$ cat config.mk
export PLATFORM = sky130hd
export DESIGN_NAME = smem_writer
export DESIGN_NICKNAME = d
export VERILOG_FILES = /design/src/rtl/smem_pkg.sv /design/src/rtl/smem_cmd_fifo.sv /design/src/rtl/smem_writer.sv
export SDC_FILE = /design/constraint.sdc
export NUM_CORES = 1
export LEC_CHECK = 0
export BUFFER_PORTS_ARGS = -buffer_cell sky130_fd_sc_hd__buf_2
export CORE_MARGIN = 10
export CORE_UTILIZATION = 55
export CTS_BUF_LIST = sky130_fd_sc_hd__clkbuf_8 sky130_fd_sc_hd__clkbuf_16
export DETAILED_ROUTE_END_ITERATION = 8
export PLACE_DENSITY = 0.83
export SYNTH_ARGS = -nofsm -noshare
export SYNTH_HDL_FRONTEND = slang
export SYNTH_SLANG_ARGS = --single-unit
$ cat constraint.sdc
create_clock -name clk -period 7.1 [get_ports clk]
set_clock_uncertainty 0.05 [all_clocks]
set_input_delay 1.42 -clock clk [delete_from_list [all_inputs] [get_ports clk]]
set_output_delay 1.42 -clock clk [all_outputs]
set_load 0.03 [all_outputs]
$ cat src/rtl/smem_pkg.sv
// ----------------------------------------------------------------------------
// smem_pkg
//   Shared types and default geometry for the screen-memory writer.
//   - op_t    : command opcodes (WRITE one cell, FILL whole screen, two reserved)
//   - state_t : writer FSM states
//   - cmd_t   : one buffered command as it sits in the command FIFO
//   The cmd_t field widths follow the default geometry below; a writer built
//   with a larger nrows/ncols/Nchars needs these defaults raised to match.
// ----------------------------------------------------------------------------
package smem_pkg;

    localparam int NCHARS    = 4;
    localparam int NROWS     = 30;
    localparam int NCOLS     = 40;
    localparam int SMEM_SIZE = NROWS * NCOLS;

    localparam int ROW_W  = $clog2(NROWS);
    localparam int COL_W  = $clog2(NCOLS);
    localparam int CHAR_W = $clog2(NCHARS);

    typedef enum logic [1:0] {
        OP_WRITE = 2'b00,
        OP_FILL  = 2'b01,
        OP_RSV2  = 2'b10,
        OP_RSV3  = 2'b11
    } op_t;

    typedef enum logic [2:0] {
        ST_IDLE,
        ST_DECODE,
        ST_WAIT_GATE,
        ST_WRITE,
        ST_FILL
    } state_t;

    typedef struct packed {
        op_t               op;
        logic [ROW_W-1:0]  row;
        logic [COL_W-1:0]  col;
        logic [CHAR_W-1:0] chr;
    } cmd_t;

    localparam int CMD_W = $bits(cmd_t);

endpackage

$ cat src/rtl/smem_cmd_fifo.sv
// ----------------------------------------------------------------------------
// smem_cmd_fifo
//   Synchronous FIFO for writer commands with a registered read port: a pop
//   loads the head entry into pop_data, which then holds until the next pop.
//   Ports:
//     clk, reset_n      clock, asynchronous active-low reset (pointers only)
//     push, push_data   write request; ignored while full
//     pop               read request; ignored while empty
//     pop_data          entry taken by the most recent accepted pop
//     full, empty       occupancy flags (from registered pointers only)
// ----------------------------------------------------------------------------
module smem_cmd_fifo #(
    parameter int WIDTH = 8,
    parameter int DEPTH = 4
) (
    input  logic             clk,
    input  logic             reset_n,
    input  logic             push,
    input  logic [WIDTH-1:0] push_data,
    input  logic             pop,
    output logic [WIDTH-1:0] pop_data,
    output logic             full,
    output logic             empty
);

    localparam int PTR_W = $clog2(DEPTH);

    logic [WIDTH-1:0] mem_q [DEPTH];

    // Pointers carry one extra wrap bit so full and empty are distinguishable.
    logic [PTR_W:0]   wr_ptr_q, wr_ptr_d;
    logic [PTR_W:0]   rd_ptr_q, rd_ptr_d;
    logic [WIDTH-1:0] pop_data_q, pop_data_d;
    logic             do_push, do_pop;

    assign empty = (wr_ptr_q == rd_ptr_q);
    assign full  = (wr_ptr_q[PTR_W] != rd_ptr_q[PTR_W]) &&
                   (wr_ptr_q[PTR_W-1:0] == rd_ptr_q[PTR_W-1:0]);

    // Flags come from registered pointers, so a same-cycle pop never makes
    // room for a push while full.
    assign do_push = push && !full;
    assign do_pop  = pop && !empty;

    always_comb begin
        wr_ptr_d   = wr_ptr_q;
        rd_ptr_d   = rd_ptr_q;
        pop_data_d = pop_data_q;
        if (do_push) begin
            wr_ptr_d = wr_ptr_q + (PTR_W+1)'(1);
        end
        if (do_pop) begin
            rd_ptr_d   = rd_ptr_q + (PTR_W+1)'(1);
            pop_data_d = mem_q[rd_ptr_q[PTR_W-1:0]];
        end
    end

    // Storage array carries no reset so it maps onto plain memory.
    always_ff @(posedge clk) begin
        if (do_push) begin
            mem_q[wr_ptr_q[PTR_W-1:0]] <= push_data;
        end
    end

    always_ff @(posedge clk or negedge reset_n) begin
        if (!reset_n) begin
            wr_ptr_q   <= '0;
            rd_ptr_q   <= '0;
            pop_data_q <= '0;
        end else begin
            wr_ptr_q   <= wr_ptr_d;
            rd_ptr_q   <= rd_ptr_d;
            pop_data_q <= pop_data_d;
        end
    end

    assign pop_data = pop_data_q;

endmodule

$ cat src/rtl/smem_writer.sv
// ----------------------------------------------------------------------------
// smem_writer
//   Write side of the character display's screen memory. Accepts WRITE (one
//   cell) and FILL (whole screen) commands over valid/ready, buffers them in
//   a small FIFO and drives the write port of the dual-port screen RAM.
//   Writes may be restricted to vertical blanking so the display never shows
//   a half-updated frame.
//   Ports:
//     clk, reset_n             clock, asynchronous active-low reset
//     cmd_valid / cmd_ready    command handshake (ready = FIFO not full)
//     cmd_op/row/col/char      command payload
//     vsync                    active-low vsync from the display (async)
//     wr_en/wr_addr/wr_data    registered screen RAM write port
//     busy                     FIFO non-empty or FSM not idle
//     done                     1-cycle pulse after the last write of a command
//     err                      1-cycle pulse when a command is dropped
// ----------------------------------------------------------------------------
module smem_writer
    import smem_pkg::*;
#(
    parameter int Nchars         = NCHARS,
    parameter int smem_size      = SMEM_SIZE,
    parameter int ncols          = NCOLS,
    parameter int nrows          = NROWS,
    parameter int FIFO_DEPTH     = 4,
    parameter int SYNC_TO_VBLANK = 1
) (
    input  logic                         clk,
    input  logic                         reset_n,
    input  logic                         cmd_valid,
    output logic                         cmd_ready,
    input  logic [1:0]                   cmd_op,
    input  logic [$clog2(nrows)-1:0]     cmd_row,
    input  logic [$clog2(ncols)-1:0]     cmd_col,
    input  logic [$clog2(Nchars)-1:0]    cmd_char,
    input  logic                         vsync,
    output logic                         wr_en,
    output logic [$clog2(smem_size)-1:0] wr_addr,
    output logic [$clog2(Nchars)-1:0]    wr_data,
    output logic                         busy,
    output logic                         done,
    output logic                         err
);

    localparam int ADDR_W = $clog2(smem_size);
    localparam int DATA_W = $clog2(Nchars);

    localparam logic [31:0]       NROWS_U   = 32'(nrows);
    localparam logic [31:0]       NCOLS_U   = 32'(ncols);
    localparam logic [ADDR_W-1:0] LAST_ADDR = ADDR_W'(smem_size - 1);

    // ------------------------------------------------------------------
    // vsync synchronizer; resets to the inactive (high) level so the gate
    // stays closed until the display actually reports blanking.
    // ------------------------------------------------------------------
    logic vsync_meta_q, vsync_s_q;
    logic gate;

    always_ff @(posedge clk or negedge reset_n) begin
        if (!reset_n) begin
            vsync_meta_q <= 1'b1;
            vsync_s_q    <= 1'b1;
        end else begin
            vsync_meta_q <= vsync;
            vsync_s_q    <= vsync_meta_q;
        end
    end

    assign gate = (SYNC_TO_VBLANK != 0) ? !vsync_s_q : 1'b1;

    // ------------------------------------------------------------------
    // Command FIFO. Its registered read port doubles as the current
    // command register: it only changes on a pop, and pops happen in IDLE.
    // ------------------------------------------------------------------
    cmd_t             cmd_in, cur_cmd;
    logic [CMD_W-1:0] cmd_in_bits, cur_cmd_bits;
    logic             fifo_full, fifo_empty, fifo_pop;

    always_comb begin
        cmd_in     = '0;
        cmd_in.op  = op_t'(cmd_op);
        cmd_in.row = ROW_W'(cmd_row);
        cmd_in.col = COL_W'(cmd_col);
        cmd_in.chr = CHAR_W'(cmd_char);
    end

    assign cmd_in_bits = cmd_in;
    assign cur_cmd     = cmd_t'(cur_cmd_bits);

    smem_cmd_fifo #(
        .WIDTH (CMD_W),
        .DEPTH (FIFO_DEPTH)
    ) u_fifo (
        .clk       (clk),
        .reset_n   (reset_n),
        .push      (cmd_valid),
        .push_data (cmd_in_bits),
        .pop       (fifo_pop),
        .pop_data  (cur_cmd_bits),
        .full      (fifo_full),
        .empty     (fifo_empty)
    );

    // ------------------------------------------------------------------
    // Address decode: row*ncols+col evaluated at full 32-bit width, so the
    // range check sees the true row/col and the product never wraps before
    // it is narrowed to the RAM address width.
    // ------------------------------------------------------------------
    logic        in_range;
    logic [31:0] lin_addr;

    assign in_range = (32'(cur_cmd.row) < NROWS_U) && (32'(cur_cmd.col) < NCOLS_U);
    assign lin_addr = 32'(cur_cmd.row) * NCOLS_U + 32'(cur_cmd.col);

    // ------------------------------------------------------------------
    // Writer FSM. addr_q is the target cell for WRITE and the next cell to
    // be written for FILL. wr_en/wr_addr/wr_data are registered; the WRITE
    // state is the cycle in which wr_en is high for a command's final write,
    // and done follows it.
    // ------------------------------------------------------------------
    state_t             state_q, state_d;
    logic [ADDR_W-1:0]  addr_q, addr_d;
    logic               wr_en_q, wr_en_d;
    logic [ADDR_W-1:0]  wr_addr_q, wr_addr_d;
    logic [DATA_W-1:0]  wr_data_q, wr_data_d;
    logic               done_q, done_d;
    logic               err_q, err_d;

    always_comb begin
        state_d   = state_q;
        addr_d    = addr_q;
        wr_en_d   = 1'b0;
        wr_addr_d = wr_addr_q;
        wr_data_d = wr_data_q;
        done_d    = 1'b0;
        err_d     = 1'b0;
        fifo_pop  = 1'b0;

        unique case (state_q)
            ST_IDLE: begin
                if (!fifo_empty) begin
                    fifo_pop = 1'b1;
                    state_d  = ST_DECODE;
                end
            end

            ST_DECODE: begin
                unique case (cur_cmd.op)
                    OP_WRITE: begin
                        if (in_range) begin
                            addr_d = lin_addr[ADDR_W-1:0];
                            // Open gate: issue straight away to keep the
                            // push-to-write latency at three cycles.
                            if (gate) begin
                                wr_en_d   = 1'b1;
                                wr_addr_d = lin_addr[ADDR_W-1:0];
                                wr_data_d = DATA_W'(cur_cmd.chr);
                                state_d   = ST_WRITE;
                            end else begin
                                state_d = ST_WAIT_GATE;
                            end
                        end else begin
                            err_d   = 1'b1;
                            state_d = ST_IDLE;
                        end
                    end
                    OP_FILL: begin
                        addr_d  = '0;
                        state_d = ST_WAIT_GATE;
                    end
                    default: begin
                        err_d   = 1'b1;
                        state_d = ST_IDLE;
                    end
                endcase
            end

            ST_WAIT_GATE: begin
                if (gate) begin
                    if (cur_cmd.op == OP_FILL) begin
                        state_d = ST_FILL;
                    end else begin
                        wr_en_d   = 1'b1;
                        wr_addr_d = addr_q;
                        wr_data_d = DATA_W'(cur_cmd.chr);
                        state_d   = ST_WRITE;
                    end
                end
            end

            ST_WRITE: begin
                done_d  = 1'b1;
                state_d = ST_IDLE;
            end

            ST_FILL: begin
                // A closed gate simply stalls here with addr_q held, so the
                // fill resumes at the same cell when blanking returns.
                if (gate) begin
                    wr_en_d   = 1'b1;
                    wr_addr_d = addr_q;
                    wr_data_d = DATA_W'(cur_cmd.chr);
                    if (addr_q == LAST_ADDR) begin
                        state_d = ST_WRITE;
                    end else begin
                        addr_d = addr_q + ADDR_W'(1);
                    end
                end
            end

            default: begin
                state_d = ST_IDLE;
            end
        endcase
    end

    always_ff @(posedge clk or negedge reset_n) begin
        if (!reset_n) begin
            state_q   <= ST_IDLE;
            addr_q    <= '0;
            wr_en_q   <= 1'b0;
            wr_addr_q <= '0;
            wr_data_q <= '0;
            done_q    <= 1'b0;
            err_q     <= 1'b0;
        end else begin
            state_q   <= state_d;
            addr_q    <= addr_d;
            wr_en_q   <= wr_en_d;
            wr_addr_q <= wr_addr_d;
            wr_data_q <= wr_data_d;
            done_q    <= done_d;
            err_q     <= err_d;
        end
    end

    assign cmd_ready = !fifo_full;
    assign busy      = !fifo_empty || (state_q != ST_IDLE);
    assign wr_en     = wr_en_q;
    assign wr_addr   = wr_addr_q;
    assign wr_data   = wr_data_q;
    assign done      = done_q;
    assign err       = err_q;

endmodule

== Yosys cells after proc, flatten, opt, wreduce, memory -nomap -nowiden ==
Memories as Yosys holds them, arrays and structs flattened. A register that Yosys moved wholly into a read port is not among the register bits.
Index checks and enable logic that the tools add are counted.
Word-level totals
  flip-flop bits (word level): 38
  memory bits (writable): 60
  input bits: 19
  output and inout port bits: 18
  logic and storage cells: 97
  memories kept: 1
Memories
  u_fifo.mem_q: depth 4, bits a word 15, rd ports 1, clocked after Yosys merged registers in 1, wr ports 1, line smem_cmd_fifo.sv:28  | logic [WIDTH-1:0] mem_q [DEPTH];
Operators by class
  add/sub/neg operators: 4
  multiply operators: 1
  $lt $le $gt $ge: 2
  eq/ne operators: 20
  multiplexer cells: 41
  reduce and logical (&&, ||, !) cells: 17
Operators by type and width (number)
  two-way mux 11 bit: 9
  one-hot mux 11 bit (2 select lines): 2
  one-hot mux 11 bit (3 select lines): 1
  two-way mux 3 bit: 6
  != test 2 bit (second input constant): 9
  two-way mux 1 bit: 13
  one-hot mux 3 bit (4 select lines): 1
  adder 11 x 1 -> 11 bit (second input constant): 1
  adder 11 x 6 -> 11 bit: 1
  == test 11 bit (second input constant): 1
  two-way mux 2 bit: 5
  AND reduction 5 bit: 2
  multiplier 5 x 3 -> 8 bit (second input constant): 1
  AND reduction 7 bit: 1
  adder 3 x 1 -> 3 bit (second input constant): 2
  == test 3 x 2 -> 1 bit (second input constant): 2
  less-than comparator 6 bit (second input constant): 1
  != test 3 bit (second input constant): 2
  one-hot mux 2 bit (3 select lines): 1
  one-hot mux 3 bit (2 select lines): 1
  nonzero test 3 bit: 2
  less-than comparator 5 bit (second input constant): 1
  logical AND 1 bit: 4
  AND reduction 4 bit: 1
  other kinds (13): 15

== Logic depth before layout (Yosys ltp) ==
Gate-level depths: netlist of run 1.
  word-level depth: 6
  gate-level depth with buffers: 8
  depth with buffers taken out: 8

== By module ==
Synthesis of run 1 repeated with hierarchy kept, for this count alone.
Second synthesis, totals
  cell total of the unflattened synthesis: 377
  area total of the unflattened synthesis: 5352.6 sq um
Modules (own cells, without submodules)
  smem_cmd_fifo: instances 1, cells each 148, area an instance 3198.1 sq um, sequential area each 2327.2 sq um
  smem_writer: instances 1, cells each 229, area an instance 2154.6 sq um, sequential area each 803.3 sq um

== Worst setup path before layout of run 1 ==
No wires, ideal clock.
  path type: reg2out
  start: register state_q[1]
  end: output busy
  arrival time: 1.431 ns
  required time: 5.630 ns
  setup slack: 4.199 ns
  stages on the path, launching flop included: 5
  path buffers: 1
  cell sequence: dfrtp_1 > clkbuf_1 > or3_1 > nor4_1 > inv_1
Between the ends
  longest elaborated chain between the ends: 2
Ends and longest elaborated chain
  start, declared: line smem_writer.sv:121  | state_t state_q, state_d;
  start signal, assigned: line smem_writer.sv:227  | state_q <= state_d;
  nonzero test 3 bit: line smem_writer.sv:238  | assign busy = !fifo_empty || (state_q != ST_IDLE);
  logical OR 1 bit: line smem_writer.sv:238
  end, declared: line smem_writer.sv:40  | output logic busy,
Every way passes these cells.

== Worst setup path after layout of run 1 ==
  start: register u_fifo.rd_ptr_q[1]
  end: output busy
Between the ends
  longest elaborated chain between the ends: 3
Ends and longest elaborated chain
  start, declared: line smem_cmd_fifo.sv:32  | logic [PTR_W:0] rd_ptr_q, rd_ptr_d;
  start signal, assigned: line smem_cmd_fifo.sv:72  | rd_ptr_q <= rd_ptr_d;
  == test 3 bit: line smem_cmd_fifo.sv:36  | assign empty = (wr_ptr_q == rd_ptr_q);
  zero test 1 bit: line smem_writer.sv:238
  logical OR 1 bit: line smem_writer.sv:238
Every way passes these cells.

==> results of run 1 <==
[layout make-up]
class	instances	area [sq um]
clock inverter	15	220
multi-input combinational	237	1910
inverter	12	45.0
fill	629	3120
tap	111	139
timing repair buffer	40	210
sequential	113	3130
clock buffer	17	414
[power groups by stage]
| stage | Clock [mW] | Combinational [mW] | Sequential, mW |
|---|---|---|---|
| after floorplan | 0 | 1.03 | 1.14 |
| after global placement | 0 | 1.32 | 1.11 |
| after detailed placement | 0 | 1.37 | 1.13 |
| after CTS | 0.920 | 1.39 | 1.12 |
| after global routing | 0.957 | 1.54 | 1.16 |
| final | 0.908 | 1.39 | 1.12 |
[metrics by stage]
step	util, %	hold slack [ns]	setup WS, ns	cell area [sq um]
floorplan	-	0.295	4.20	5170
global placement	59.1	0.296	3.99	5440
detailed placement	59.1	0.297	3.92	5440
CTS	66.0	0.306	3.37	6070
global route	66.0	0.308	3.20	6070
finish	66.0	0.305	3.41	6070
[per-layer routing]
layer,GRT usage [%],wire (um),part of all wire (%),vias to the layer above
li1,-,-,-,1521
met5,0,0,0,-
met3,5.30,512,4.9,18
met1,20.0,4390,42,1568
met4,7.91,178,1.7,0
met2,28.2,5390,51,77
[cell usage after synthesis, drive strengths merged (4+ instances only)]
| cell | n |
|---|---|
| edfxtp | 60 |
| dfrtp | 51 |
| a21oi | 27 |
| nor2 | 26 |
| nand2 | 19 |
| ha | 16 |
| mux2 | 16 |
| o21ai | 16 |
| mux4 | 15 |
| inv | 12 |
| clkbuf | 11 |
| mux2i | 11 |
| nand3 | 8 |
| buf | 7 |
| xor2 | 7 |
| and3 | 6 |
| nand2b | 6 |
| nand4 | 5 |
| a21o | 4 |
| a31oi | 4 |
| xnor2 | 4 |
[critical path, delay by kind of cell (launching register included)]
family | cells | cell delay (ns)
buffers and inverters | 2 | 0.25
flip-flops | 1 | 0.87
XOR/XNOR | 1 | 0.21
AND/OR/NAND/NOR | 1 | 0.38
[worst max path at each step]
| stage | cells after the start | endpoint | start |
|---|---|---|---|
| final | 4 | busy | u_fifo.rd_ptr_q[1] |
| after detailed placement | 4 | busy | u_fifo.rd_ptr_q[1] |
| after global routing | 4 | busy | u_fifo.rd_ptr_q[1] |
| after global placement | 4 | busy | u_fifo.rd_ptr_q[1] |
| after floorplan | 4 | busy | state_q[1] |
| after CTS | 4 | busy | u_fifo.rd_ptr_q[1] |
[cell families (layout without fill, tap and decap cells)]
family / Yosys count / after routing / synth area share [%]
and+or+nand+nor: 93 / 93 / 9.17
DFF: 113 / 113 / 60.5
buffers and inverters: 30 / 84 / 2.47
xor gates and xnor gates: 12 / 12 / 2.30
muxes: 42 / 42 / 12.1
adders and majority gates: 18 / 18 / 4.64
AOI/OAI and AO/OA: 72 / 72 / 8.76
[cell usage in the layout, fill, tap and decap left out, types with 4 or more instances in the layout]
cell type,count
sky130_fd_sc_hd__edfxtp_1,60
sky130_fd_sc_hd__dfrtp_1,51
sky130_fd_sc_hd__buf_2,36
sky130_fd_sc_hd__a21oi_1,27
sky130_fd_sc_hd__nor2_1,26
sky130_fd_sc_hd__nand2_1,19
sky130_fd_sc_hd__o21ai_0,16
sky130_fd_sc_hd__mux2_2,16
sky130_fd_sc_hd__ha_1,16
sky130_fd_sc_hd__clkbuf_16,16
sky130_fd_sc_hd__mux4_2,15
sky130_fd_sc_hd__inv_1,12
sky130_fd_sc_hd__mux2i_1,11
sky130_fd_sc_hd__nand3_1,8
sky130_fd_sc_hd__xor2_1,7
sky130_fd_sc_hd__nand2b_1,6
sky130_fd_sc_hd__and3_1,6
sky130_fd_sc_hd__inv_6,6
sky130_fd_sc_hd__nand4_1,5
sky130_fd_sc_hd__a21o_1,4
sky130_fd_sc_hd__xnor2_1,4
sky130_fd_sc_hd__a31oi_1,4
sky130_fd_sc_hd__bufinv_16,4
sky130_fd_sc_hd__buf_4,4
[state kept, by name, indices dropped and copies added (netlist names)]
name             count
u_fifo.pop_data     15
vsync_s_q            1
vsync_meta_q         1
wr_en                1
err                  1
u_fifo.mem_q        60
state_q              3
u_fifo.rd_ptr_q      3
u_fifo.wr_ptr_q      3
wr_addr             11
addr_q              11
done                 1
wr_data              2
==> impl_metrics.ini, run 1 <==
[status]
status = finished clean

[clocking]
clk_transition_reported_paths_ns = 0.06
h_tree_level_count = 4
hold_buffers = 0
cts_tree = yes
cts_post_setup_buffers_inserted = 0
cts_resized = 0
clk_latency_ns = 0.52
cts_root_buffer = sky130_fd_sc_hd__clkbuf_8
clock_sink_count = 113
clk_path_buf_depth = 2
clock_buffers_created_by_tritoncts = 17

[route]
detailed_router_iteration_count_before_antenna_repair = 4
postRouteAntennaNets = 0
vias_cell = 5.84
drc = 0
post_drt_wl_per_cell_um = 19.2
violation_count_after_the_first_detailed_routing_iteration = 165
detailroute.via_count = 3184
wirelength_mm = 10.5

[critical_path]
cp_cell_sequence = xor2_1, nor4_1, inv_1, buf_2
worst-endpoint-required_ns = 5.63
critPathArrivalTime_ns = 2.22
critical_path_peak_fanout = 18
worst-r2r-setup-slack_ns = 4.44
ff2ff_path_depth = 8
rr_startpoint = u_fifo.pop_data[9]
cpPeakStageDelay_ns = 0.87
timing.setup.critical_path_class = reg -> out
timing.critical_path.slowest_stage_cell = sky130_fd_sc_hd__dfrtp_1
setup.worst_path.end_class = output port
critical_path.startpoint_type = flop
timing.rr.end = addr_q[10]

[global_routing]
global_route.usage.total_pct = 17.1
antenna_found_initial = 0
grt_max_degree = 54
first_global_vias = 3349
first_pass_grt_wire_length_mm = 17.6
grt_remaining_overflow = 0

[synthesis]
post-synth-top-area-fraction_pct = 34.8
synth-async-reset-ratio_pct = 46.9
synth_largest_area_cell = sky130_fd_sc_hd__edfxtp_1
synth-edff-count = 60
yosys_warnings = 0
syn_inst = 380
ys_ff_latch = 113
most_used_flip_flop_cell_after_synthesis = sky130_fd_sc_hd__edfxtp_1
netlist_cell_types = 55
netlist_area_sq_mm = 0.00517
post_synthesis_net_count = 417
syn_area_per_cell_sq_um = 13.6
synth_area_leaders = sky130_fd_sc_hd__edfxtp_1 35%, sky130_fd_sc_hd__dfrtp_1 25%, sky130_fd_sc_hd__mux4_2 6.5%
synth-seq-area-share_pct = 60.5

[sta]
tightestPinTransition_ns = 0.976
timing.final.max_slew_violations = 0
grt_setup_unrepaired = no
timing.final.crit_period_ns = 3.69
slew_headroom_pct = 34.7
hold_violations = 0
final-setup-viol-count = 0
finalSetupTns_ns = 0
period_utilisation_layout_pct = 52.0
achievable-frequency_ghz = 0.271

[floorplanning]
pin_count = 37
chipHeight_um = 117
core.rowCount = 35
die_area_sq_mm = 0.0137
die_x_um = 117
initial_core_util_pct = 56.2
core_sq_mm = 0.00920

[power]
power.net_switching_mw = 1.30
p_clk_share_pct = 26.6
p_int_mw = 2.12
p_comb_share_pct = 40.6
seqPwrFrac_pct = 32.8
power.ir.vdd_worst_mv = 0.246
report.power.total_mw = 3.42
static-leakage-power_nw = 2.40
power_density_mw_per_mm2 = 563
netSwitchingFraction_pct = 38.0

[layout]
n_antenna_cell = 0
areaGrowthSynthToFinish_pct = 17.4
fraction_of_layout_instances_using_a_drive_strength_above_1_pct = 26.0
fin_cells = 545
nets = 458

[place]
post-dp-hpwl_mm = 6.76
buffer_ports.inserted = 36
gp_routability_congestion = 0.852
placedCellCount = 513

[min_path]
min_path_cells = 0
whs_endpoint = vsync_s_q
hold_path.startpoint = vsync_meta_q
timing.hold.worst.class = reg -> reg

[flow_run]
drv_cap = 0
No activity file was read; power rests on OpenSTA's default activity.
==> run 2, diff against run 1 <==
Settings changed: CORE_UTILIZATION 55 to 54, PLACE_DENSITY 0.83 to 0.84.
Clock period 7.1 ns to 3.15 ns, I/O delays scaled along.
==> run 2 against run 1 <==
  * Hold slack got worse by 0.31 ns
  * Routed wire length increased by 3.7%
  * Utilization increased by 0.33 points
  * Highest routed layer unchanged
  * Largest cell class unchanged
  * Register-to-register slack got worse by 3.9 ns
  * Sequential share of layout area decreased by 0.74 points
  * Clock power increased by 130%
  * Clock-buffer cell count unchanged
  * Worst setup slack got worse by 3.1 ns
  * Combinational power increased by 130%
  * Design area increased by 1.5%
  * The flow now finishes with violations (negative hold slack)
==> impl_metrics.ini, run 2 (synthesis gave the netlist of run 1 again) <==
[sta]
slew_headroom_pct = 66.7
grt_setup_unrepaired = no
tightestPinTransition_ns = 0.495
achievable-frequency_ghz = 0.348
hold_violations = 15
timing.final.crit_period_ns = 2.87
setup_slack_ns = 0.278
period_utilisation_layout_pct = 91.2
timing.final.max_slew_violations = 0
fin_worst_hold_slack_ns = -0.00769
final-setup-viol-count = 0
finalSetupTns_ns = 0

[critical_path]
timing.setup.critical_path_class = reg -> out
cpPeakStageDelay_ns = 0.50
critical_path.startpoint_type = flop
rr_startpoint = u_fifo.pop_data[9]
crit_buf_inv = 2
critPathArrivalTime_ns = 2.19
cp_cell_sequence = or3_1, nor4_1, inv_1, buf_2
cpLargestDelayFamily = simple AND/OR/NAND/NOR gates
setup.worst_path.end_class = output port
timing.critical_path.slowest_stage_cell = sky130_fd_sc_hd__nor4_1
timing.rr.end = addr_q[10]
worst-r2r-setup-slack_ns = 0.50
worst-endpoint-required_ns = 2.47
critical_path_peak_fanout = 11
ff2ff_path_depth = 8

[layout]
area_used_by_multi_input_combinational_logic_sq_mm = 0.00191
layout.area.seq_sq_mm = 0.00313
largest_register_ff_count = 60
commonest_cells_after_routing_fill_and_taps_aside = 60 x sky130_fd_sc_hd__edfxtp_1, 51 x sky130_fd_sc_hd__dfrtp_1, 36 x sky130_fd_sc_hd__buf_2
areaGrowthSynthToFinish_pct = 19.1
fraction_of_layout_instances_using_a_drive_strength_above_1_pct = 27.0
fill_cells = 658
final_cell_area_sq_mm = 0.00616
final_core_utilization_pct = 66.4
layout.cells.most_common = sky130_fd_sc_hd__edfxtp_1
nets = 465
n_antenna_cell = 0

[clocking]
h_tree_level_count = 4
cts_tree = yes
clk_latency_ns = 0.53
cts_post_setup_buffers_inserted = 0
hold_buffers = 0
clock_buffers_created_by_tritoncts = 17
clk_path_buf_depth = 2
clk_transition_reported_paths_ns = 0.06
cts_root_buffer = sky130_fd_sc_hd__clkbuf_8
cts_resized = 0
clock_sink_count = 113

[route]
dr.max_layer_used = met4
routed-wl-met2_mm = 5.61
drc = 0
violation_count_after_the_first_detailed_routing_iteration = 164
detailroute.via_count = 3312
routedLengthMet1_mm = 4.40
postRouteAntennaNets = 0
post_drt_wl_per_cell_um = 19.1
route.met3.wl_um = 568
wirelength_mm = 10.9
vias_cell = 5.81
detailed_router_iteration_count_before_antenna_repair = 5

[global_routing]
grt_max_degree = 26
grt_remaining_overflow = 0
first_global_vias = 3512
antenna_found_initial = 0
global_route.usage.total_pct = 16.5
first_pass_grt_wire_length_mm = 18.1

[status]
status = finished with violations
violations = negative hold slack

[floorplanning]
pin_count = 37
die_area_sq_mm = 0.0139
chipHeight_um = 118
core_sq_mm = 0.00928
die_x_um = 118
initial_core_util_pct = 55.7
core.rowCount = 35

[flow_run]
drv_cap = 0

[min_path]
timing.hold.worst.class = in -> async

[power]
power.ir.vdd_worst_mv = 0.658
power_density_mw_per_mm2 = 1270
static-leakage-power_nw = 2.45

[place]
post-dp-hpwl_mm = 6.79
buffer_ports.inserted = 36
gp_routability_congestion = 0.881
dpl-instance-area_sq_mm = 0.00551
dpl_worst_slack_ns = 0.525
[run 2: cell types whose count changed in the layout (fill, tap and decap cells not counted)]
cell                        delta
sky130_fd_sc_hd__buf_4         +7
sky130_fd_sc_hd__bufinv_16     +1
sky130_fd_sc_hd__inv_6         -4
sky130_fd_sc_hd__inv_1         +1
sky130_fd_sc_hd__inv_8         -1
sky130_fd_sc_hd__clkinv_4      +3
[run 2: layout make-up]
cell class,instances,share of cell area [%]
clock inverters,15,3.80
well taps,129,2.62
clock buffers,17,6.72
multi-input cells,237,31.1
flip-flops and latches,113,50.8
inverters,12,0.731
repair buffers,47,4.26
[run 2: worst max path at each step]
stage	from	to	cells after the start
6_report	state_q[1]	busy	4
3_5_place_dp	u_fifo.pop_data[9]	addr_q[10]	8
4_1_cts	state_q[1]	busy	4
3_3_place_gp	u_fifo.pop_data[9]	addr_q[10]	8
2_1_floorplan	u_fifo.pop_data[9]	addr_q[10]	8
5_1_grt	state_q[1]	busy	4
[run 2: per-layer routing]
metal	global-route usage, %	up-vias
li1	-	1525
met1	18.6	1645
met2	27.6	113
met3	5.08	29
met4	8.42	0
met5	0	-
[run 2: report_power, final]
part	switching, mW	leakage [nW]	internal (mW)
combinational	1.84	0.956	1.39
clock	0.719	0.316	1.38
sequential	0.390	1.17	2.10
total	2.95	2.45	4.87
[run 2: metrics by stage]
| stage | hold slack [ns] | instances | total power, mW |
|---|---|---|---|
| after floorplan | 0.284 | 380 | 4.88 |
| after global placement | 0.297 | 538 | 5.54 |
| after detailed placement | 0.301 | 538 | 5.69 |
| after CTS | 0.00137 | 570 | 7.86 |
| after global routing | 0.0133 | 570 | 8.31 |
| final | -0.00769 | 570 | 7.82 |
==> run 3, diff against run 2 <==
Settings changed: BUFFER_PORTS_ARGS -buffer_cell sky130_fd_sc_hd__buf_2 to default, CORE_UTILIZATION 54 to 45, DONT_BUFFER_PORTS from default to 1, PLACE_DENSITY 0.84 to 0.71.
==> run 3 against run 2 <==
  * The flow now finishes without violations
  * Register-to-register slack is essentially flat
  * Critical path type unchanged
  * Non-clock buffer count shrank 36
  * Combinational power shrank 12%
  * Clock-buffer cell count is the same
  * Largest cell class unchanged
  * Routed wire length shrank 7.2%
  * Design area shrank 3.7%
  * Critical endpoint unchanged
  * Largest power group unchanged
  * Via count shrank 7.7%
==> impl_metrics.ini, run 3 (synthesis gave the netlist of run 1 again) <==
[sta]
achievable-frequency_ghz = 0.359
slew_headroom_pct = 66.6
timing.final.max_slew_violations = 0
timing.final.crit_period_ns = 2.79
setup_slack_ns = 0.361
tightestPinTransition_ns = 0.496
period_utilisation_layout_pct = 88.5
final-setup-viol-count = 0
hold_violations = 0
fin_worst_hold_slack_ns = 0.0145
grt_setup_unrepaired = no
finalSetupTns_ns = 0

[layout]
area_used_by_multi_input_combinational_logic_sq_mm = 0.00191
nets = 429
n_antenna_cell = 0
commonest_cells_after_routing_fill_and_taps_aside = 60 x sky130_fd_sc_hd__edfxtp_1, 51 x sky130_fd_sc_hd__dfrtp_1, 27 x sky130_fd_sc_hd__a21oi_1
fraction_of_layout_instances_using_a_drive_strength_above_1_pct = 20.5
layout.area.seq_sq_mm = 0.00313
fill_cells = 955
areaGrowthSynthToFinish_pct = 14.7
largest_register_ff_count = 60
layout.cells.most_common = sky130_fd_sc_hd__edfxtp_1

[status]
status = finished clean

[clocking]
clock_sink_count = 113
cts_resized = 0
h_tree_level_count = 4
clock_buffers_created_by_tritoncts = 17
cts_root_buffer = sky130_fd_sc_hd__clkbuf_16
cts_post_setup_buffers_inserted = 0
clk_latency_ns = 0.41
clk_path_buf_depth = 2
clk_transition_reported_paths_ns = 0.05
cts_tree = yes
hold_buffers = 2

[power]
report.power.total_mw = 7.31
static-leakage-power_nw = 2.27
power.ir.vdd_worst_mv = 0.603
power_density_mw_per_mm2 = 1230

[place]
gp_routability_congestion = 0.856
dpl_worst_slack_ns = 0.543
post-dp-hpwl_mm = 6.84
buffer_ports.inserted = 0

[route]
detailed_router_iteration_count_before_antenna_repair = 5
drc = 0
violation_count_after_the_first_detailed_routing_iteration = 197
post_drt_wl_per_cell_um = 18.4
wirelength_mm = 10.1
vias_cell = 5.58
postRouteAntennaNets = 0
detailroute.via_count = 3058

[global_routing]
first_global_vias = 3206
first_pass_grt_wire_length_mm = 16.8
grt_max_degree = 52
global_route.usage.total_pct = 13.1
antenna_found_initial = 0
grt_remaining_overflow = 0

[floorplanning]
pin_count = 37
die_area_sq_mm = 0.0162
core.rowCount = 39
die_x_um = 127
core_sq_mm = 0.0113
chipHeight_um = 127
initial_core_util_pct = 45.7

[min_path]
timing.hold.worst.class = in -> async

[critical_path]
ff2ff_path_depth = 8
setup.worst_path.end_class = output port
timing.setup.critical_path_class = reg -> out
critPathArrivalTime_ns = 2.11
critical_path.startpoint_type = flop
worst-endpoint-required_ns = 2.47
critical_path_peak_fanout = 11

[flow_run]
drv_cap = 0
[run 3: cell count changes in the layout (fill, tap and decap cells not counted), moves of 2 or more]
cell,delta
sky130_fd_sc_hd__buf_2,-36
sky130_fd_sc_hd__bufinv_16,-4
sky130_fd_sc_hd__clkinv_2,+4
sky130_fd_sc_hd__buf_4,-2
sky130_fd_sc_hd__clkinvlp_4,+2
[run 3: final cells by class]
type / count / share of cell area, %
clock inverters: 15 / 2.26
flip-flops and latches: 113 / 52.8
repair buffers: 11 / 1.77
inverters: 12 / 0.759
clock buffers: 17 / 7.17
multi-input cells: 237 / 32.3
well taps: 143 / 3.02
[run 3: path summary, 6_finish.rpt]
path / startpoint / end / slack [ns]
min reg2reg: vsync_meta_q / vsync_s_q / 0.30
min in group clk: vsync / vsync_meta_q / 0.17
max: state_q[1] / busy / 0.36
min: reset_n / done / 0.01
max reg2reg: u_fifo.pop_data[9] / addr_q[10] / 0.51
max in group asynchronous: reset_n / vsync_meta_q / 2.40
[run 3: critical path, stage by stage (launching register included)]
cell and delay [ns]:
sky130_fd_sc_hd__dfrtp_1 0.48, sky130_fd_sc_hd__or3_1 0.43, sky130_fd_sc_hd__nor4_1 0.50, sky130_fd_sc_hd__inv_1 0.30
[run 3: metrics by stage]
step / cells / utilization, % / instance area [sq um]
5_1_grt: 548 / 52.4 / 5930
3_5_place_dp: 514 / 47.1 / 5340
3_3_place_gp: 514 / 47.1 / 5340
2_1_floorplan: 380 / - / 5170
6_report: 548 / 52.4 / 5930
4_1_cts: 548 / 52.4 / 5930
[run 3: layer usage]
metal,global-route usage (%),part of all wire (%)
met1,14.8,42
met3,6.24,7.2
met5,0,0
met2,20.8,50
met4,5.96,1.2
[run 3: power by group]
group	internal (mW)	total (mW)	switching, mW
Combinational	1.30	2.84	1.54
Clock	1.09	1.77	0.685
Sequential	2.10	2.70	0.595
